==> src/rtl/ps2_rx.sv <==
// PS/2 device-to-host frame receiver: pin sync, clock deglitch, 11-bit deserialiser.
// Optional intra-frame idle timeout enabled by defining PS2_RX_TIMEOUT_EN.
module ps2_rx #(
   parameter int FILTER_LEN     = 4,
   parameter int TIMEOUT_CYCLES = 100000
) (
   input  logic       clk,
   input  logic       reset,
   input  logic       PS2_clk,
   input  logic       PS2_dat,
   output logic [7:0] data,
   output logic       valid,
   output logic       err,
   output logic       busy
);

   typedef enum logic [1:0] {IDLE, DATA, PARITY, STOP} state_t;

   if (FILTER_LEN < 2 || FILTER_LEN > 15 || TIMEOUT_CYCLES < 1) begin : g_bad_param
      $error("ps2_rx: parameter out of range");
   end

   logic       clk_s1, clk_s2, dat_s1, dat_s2;
   logic       fclk, fclk_d, fall;
   logic [3:0] fcnt;

   state_t     state, state_n;
   logic [2:0] bitcnt, bitcnt_n;
   logic [7:0] shift, shift_n;
   logic       par, par_n;
   logic [7:0] data_n;
   logic       valid_n, err_n;

   always_ff @(posedge clk or posedge reset) begin
      if (reset) begin
         clk_s1 <= 1'b1;
         clk_s2 <= 1'b1;
         dat_s1 <= 1'b1;
         dat_s2 <= 1'b1;
      end else begin
         clk_s1 <= PS2_clk;
         clk_s2 <= clk_s1;
         dat_s1 <= PS2_dat;
         dat_s2 <= dat_s1;
      end
   end

   // fclk follows clk_s2 only after FILTER_LEN consecutive differing samples
   always_ff @(posedge clk or posedge reset) begin
      if (reset) begin
         fclk   <= 1'b1;
         fclk_d <= 1'b1;
         fcnt   <= '0;
      end else begin
         fclk_d <= fclk;
         if (clk_s2 == fclk) begin
            fcnt <= '0;
         end else if (fcnt == 4'(FILTER_LEN - 1)) begin
            fclk <= clk_s2;
            fcnt <= '0;
         end else begin
            fcnt <= fcnt + 4'd1;
         end
      end
   end

   assign fall = fclk_d & ~fclk;
   assign busy = (state != IDLE);

`ifdef PS2_RX_TIMEOUT_EN
   localparam int TW = $clog2(TIMEOUT_CYCLES + 1);
   logic [TW-1:0] tcnt;
   logic          expire;

   assign expire = (state != IDLE) && !fall && (tcnt == TW'(TIMEOUT_CYCLES));

   always_ff @(posedge clk or posedge reset) begin
      if (reset) begin
         tcnt <= '0;
      end else if (state == IDLE || fall || expire) begin
         tcnt <= '0;
      end else begin
         tcnt <= tcnt + 1'b1;
      end
   end
`endif

   always_ff @(posedge clk or posedge reset) begin
      if (reset) begin
         state  <= IDLE;
         bitcnt <= '0;
         shift  <= '0;
         par    <= 1'b0;
         data   <= '0;
         valid  <= 1'b0;
         err    <= 1'b0;
      end else begin
         state  <= state_n;
         bitcnt <= bitcnt_n;
         shift  <= shift_n;
         par    <= par_n;
         data   <= data_n;
         valid  <= valid_n;
         err    <= err_n;
      end
   end

   always_comb begin
      state_n  = state;
      bitcnt_n = bitcnt;
      shift_n  = shift;
      par_n    = par;
      data_n   = data;
      valid_n  = 1'b0;
      err_n    = 1'b0;
      if (fall) begin
         unique case (state)
            IDLE: begin
               if (!dat_s2) begin
                  state_n  = DATA;
                  bitcnt_n = '0;
               end
            end
            DATA: begin
               shift_n  = {dat_s2, shift[7:1]};
               bitcnt_n = bitcnt + 3'd1;
               if (bitcnt == 3'd7) state_n = PARITY;
            end
            PARITY: begin
               par_n   = dat_s2;
               state_n = STOP;
            end
            STOP: begin
               state_n = IDLE;
               if (dat_s2 && (^{shift, par})) begin
                  data_n  = shift;
                  valid_n = 1'b1;
               end else begin
                  err_n = 1'b1;
               end
            end
            default: state_n = IDLE;
         endcase
      end
`ifdef PS2_RX_TIMEOUT_EN
      if (expire) begin
         state_n = IDLE;
         err_n   = 1'b1;
      end
`endif
   end

endmodule

==> config.mk <==
export PLATFORM = sky130hd
export DESIGN_NAME = ps2_rx
export DESIGN_NICKNAME = d
export VERILOG_FILES = /design/src/rtl/ps2_rx.sv
export SDC_FILE = /design/constraint.sdc
export NUM_CORES = 1
export LEC_CHECK = 0
export BUFFER_PORTS_ARGS = -buffer_cell sky130_fd_sc_hd__buf_4
export CAP_MARGIN = 20
export CORE_MARGIN = 8
export CORE_UTILIZATION = 25
export CTS_BUF_LIST = sky130_fd_sc_hd__clkbuf_2 sky130_fd_sc_hd__clkbuf_4 sky130_fd_sc_hd__clkbuf_8
export CTS_CLUSTER_SIZE = 14
export DETAILED_ROUTE_END_ITERATION = 16
export SLEW_MARGIN = 20
export SYNTH_ARGS = -nofsm -noshare
export SYNTH_HDL_FRONTEND = slang
export SYNTH_SLANG_ARGS = --single-unit
==> constraint.sdc <==
create_clock -name clk -period 1.97 [get_ports clk]
set_input_delay 0.591 -clock clk [delete_from_list [all_inputs] [get_ports clk]]
set_output_delay 0.591 -clock clk [all_outputs]
set_load 0.03 [all_outputs]
Word-level counts from Yosys, hierarchy flattened:

Index checks and enable logic that the tools add are counted.

* output and inout bits: 11
* word-level logic and storage cells: 51
* bits in registers: 34
* input bits: 4

* multiplexer cells: 13
* reductions and logical operators: 11
* add/subtract/negate cells: 2
* eq/ne operators: 8
* bitwise gates (word level): 3

Operators with widths (count)
* 3-bit AND reduction: 3
* 9-bit parity: 1
* 4-bit two-way mux: 2
* 2-bit one-hot mux with 4 select lines: 1
* 1-bit two-way mux: 6
* 3-bit one-hot mux with 2 select lines: 1
* 2-bit AND reduction: 3
* 4-bit by 1-bit adder with 4-bit output (second input constant): 1
* 2-bit == test (second input constant): 2
* 4-bit by 2-bit == test with 1-bit output (second input constant): 1
* 2-bit two-way mux: 2
* 2-bit != test (second input constant): 2
* 2-bit nonzero test: 2
* 3-bit by 1-bit adder with 3-bit output (second input constant): 1
* 3-bit == test (second input constant): 1
* 3-bit two-way mux: 1
* 2-bit by 1-bit == test with 1-bit output (second input constant): 1
* 2-bit logical NOT: 1
* 1-bit NOT: 2
* 1-bit AND: 1
* 1-bit == test: 1
* 1-bit logical AND: 1

Longest topological paths before layout:

* word-level depth: 5
* depth in mapped cells: 5

Least setup slack after synthesis:

Ideal clock, no wire load.

* path type: register to register
* from: register shift[2]
* to: register data[0]
* arrival: 1681 ps
* path slack: 164 ps
* stages on the path, launching flop included: 5
* cell sequence: dfrtp_1 -> xor2_1 -> xnor3_2 -> mux2i_4 -> mux2_2

* word-level cells in the longest chain between the ends: 3

Ends and longest elaborated chain
* start, declared: RTL line 29 `logic [7:0] shift, shift_n;`
* start signal, assigned: RTL line 100 `shift <= shift_n;`
* 9-bit parity: RTL line 135 `if (dat_s2 && (^{shift, par})) begin`
* 1-bit logical AND: RTL line 135
* 3-bit AND reduction (no line)
* end signal, assigned: RTL line 102 `data <= data_n;`
* end, declared: RTL line 11 `output logic [7:0] data,`

Every way passes these cells.
A chain may end at the register's enable or synchronous reset.

Worst setup path in the final report:

* from: register shift[2]
* to: register data[3]

The elaborated chain is that of the path after synthesis.

==> reports/qor.csv <==
metric,value,unit
nets,140,
grt_antenna_before_repair,0,
p_int,1.71,mW
ys_types,26,
num_antenna_cells,0,
wirelength,2390,um
die_x,92.7,um
via_count,842,
multi_input_area,587,sq um
dieArea,8600,sq um
synth_nets,115,
final.min_clock_period,1870,ps
drc_errors,0,
yosys-top-cells-count,"dfrtp_1, mux2_2, ha_1",
hold_depth,0,
crit_required,2140,ps
postPlaceCellArea,1690,sq um
ioPinCount,15,
synth_edf_count,0,
p_comb_share,38.4,%
tightestPinTransition,421,ps
grt_overflow,0,
synth.ff_latch_count,34,
rsz0062_at_grt,no,
rrSetupSlack,100,ps
start_kind,flop,
wl_per_cell,11.7,um
leakage,0.897,nW
drtIter0Drc,17,
setup_viol,0,
r2r-start,shift[2],
crit_fanout,5,
initial_core_util,25.3,%
synth_flop_cell,dfrtp_1,
tritoncts,yes,
finalCritPeriodShare,95.0,%
path_clk_slew,70,ps
path_class,flop to flop,
final_cell_count_no_fill,204,
cts_resized,0,
maxSlewHeadroom,71.9,%
dp.cells,194,
grt_pass1_wl,4130,um
grt_start_max_net_pins,35,
finalSetupTns,0,ps
async_reset_ff_share,100,%
drv_slew,0,
area_delta_synth_final,22.0,%
cts_buffer_depth,2,
yosysSeqAreaShare,58.3,%
grt_usage,6.19,%
design_area,1800,sq um
finalPower,2.56,mW
maxCapViolCount,0,
dp_hpwl,1780,um
seq_power_share,41.0,%
status,"finished, final reports clean",
finClkSkew,5.26,ps
hold_start,dat_s1,
yosysWarnings,0,
worstReg2RegEnd,data[3],
detail-route-antenna-nets,0,
numCtsBuffers,5,
hp-class,flop to flop,
synth_cells,103,
dr.pass1.iters,3,
avgSynthCellArea,14.3,sq um
whs,358,ps
synth_area_leaders,"dfrtp_1, mux2_2, dfstp_2",
layout-drive-gt1-share,40.3,%
worstSkewPairLatency,290,ps
cts_sinks,34,
grt_pass1_vias,974,
chipHeight,92.7,um
yosysMostFrequentCell,dfrtp_1,
nFillCells,603,
hold_path_end,dat_s2,
power_frac_clock,20.7,%
clock-root-buffer,clkbuf_8,
seqCellArea,858,sq um
core-area,5820,sq um
rows,28,
htreeDepth,2,
viasPerCell,4.13,
max-vdd-ir-drop,533,uV
gp_congestion,0.719,
portBuffers,14,
netlist_area,1470,sq um
max_freq,0.534,GHz
cellPowerDensity,1430,nW/um^2
synth_top_cell_by_area,dfrtp_1,
crit_arrival,2050,ps
reg2reg_depth,5,
swShare,33.3,%
finalHoldViolCount,0,
synth_top_area_share,47.6,%
p_sw,0.855,mW
crit_path_end_kind,flop,
## worst max-delay path by stage
stage / from / to / cells past startpoint
floorplan: shift[2] / data[0] / 4
global placement: shift[2] / data[7] / 4
detailed placement: shift[2] / data[6] / 4
CTS: shift[2] / data[2] / 5
global route: shift[2] / data[1] / 5
finish: shift[2] / data[3] / 5
## critical path, stage by stage (launching register included)
cell	delay (ps)
dfrtp_1	410
xor2_1	170
xnor3_2	440
mux2i_4	240
buf_4	170
mux2_2	330
## power groups by stage
| stage | clock [mW] | sequential (mW) | combinational, mW |
|---|---|---|---|
| floorplan | 0 | 1.08 | 0.728 |
| global placement | 0 | 1.05 | 0.961 |
| detailed placement | 0 | 1.07 | 0.985 |
| CTS | 0.549 | 1.06 | 0.998 |
| global route | 0.583 | 1.08 | 1.09 |
| finish | 0.531 | 1.05 | 0.984 |
## cell type report
type | count | share of cell area, %
Clock buffer | 6 | 4.60
Tap cell | 75 | 5.23
Timing Repair Buffer | 18 | 7.53
Sequential cell | 34 | 47.8
Inverter | 7 | 1.46
Multi-Input combinational cell | 62 | 32.7
Clock inverter | 2 | 0.697
## routing by layer
| layer | share of wire [%] | global-route usage, % | up-vias |
|---|---|---|---|
| met5 | 0 | 0 | - |
| met3 | 8.0 | 2.99 | 8 |
| li1 | - | - | 401 |
| met4 | 2.8 | 4.70 | 0 |
| met2 | 48 | 10.1 | 16 |
| met1 | 41 | 5.93 | 417 |
## cell families after synthesis
logic type,synth area share [%]
xor+xnor,6.80
mux,16.0
fa+ha+maj,6.80
flops,58.3
compound gates,4.08
simple gates,6.21
buf+inv,1.79
## placed cells by master (no fill, tap or decap), drive strengths merged
master     n
a21boi     1
a21oi      1
a22o       2
and2       1
buf       18
clkbuf     6
clkinv     1
clkinvlp   1
dfrtp     28
dfstp      6
ha         8
inv        7
mux2      18
mux2i      2
nand2      4
nand2b     1
nand3      1
nand3b     1
nand4b     1
nor2       3
nor2b      3
nor3       1
nor3b      1
o211a      1
o21ai      4
xnor2      3
xnor3      1
xor2       3
xor3       1
## registers in the layout, indices dropped and copies added, names as in the netlist
register and cells:
data 8, clk_s2 1, dat_s2 1, dat_s1 1
state 2, bitcnt 3, par 1, clk_s1 1
fcnt 4, valid 1, fclk 1, err 1
shift 8, fclk_d 1
## repair_timing
action / in CTS / in global routing
endpoints found under the setup margin: 3 / 0
buffers inserted: 2 / 0
hold buffers: 0 / 0
## per-stage QoR
step,worst slack [ps],util [%]
global route,13.6,30.9
floorplan,164,-
global placement,17.6,29.0
finish,98.5,30.9
detailed placement,2.01,29.0
CTS,79.3,30.9
(Power assumes the default switching activity.)
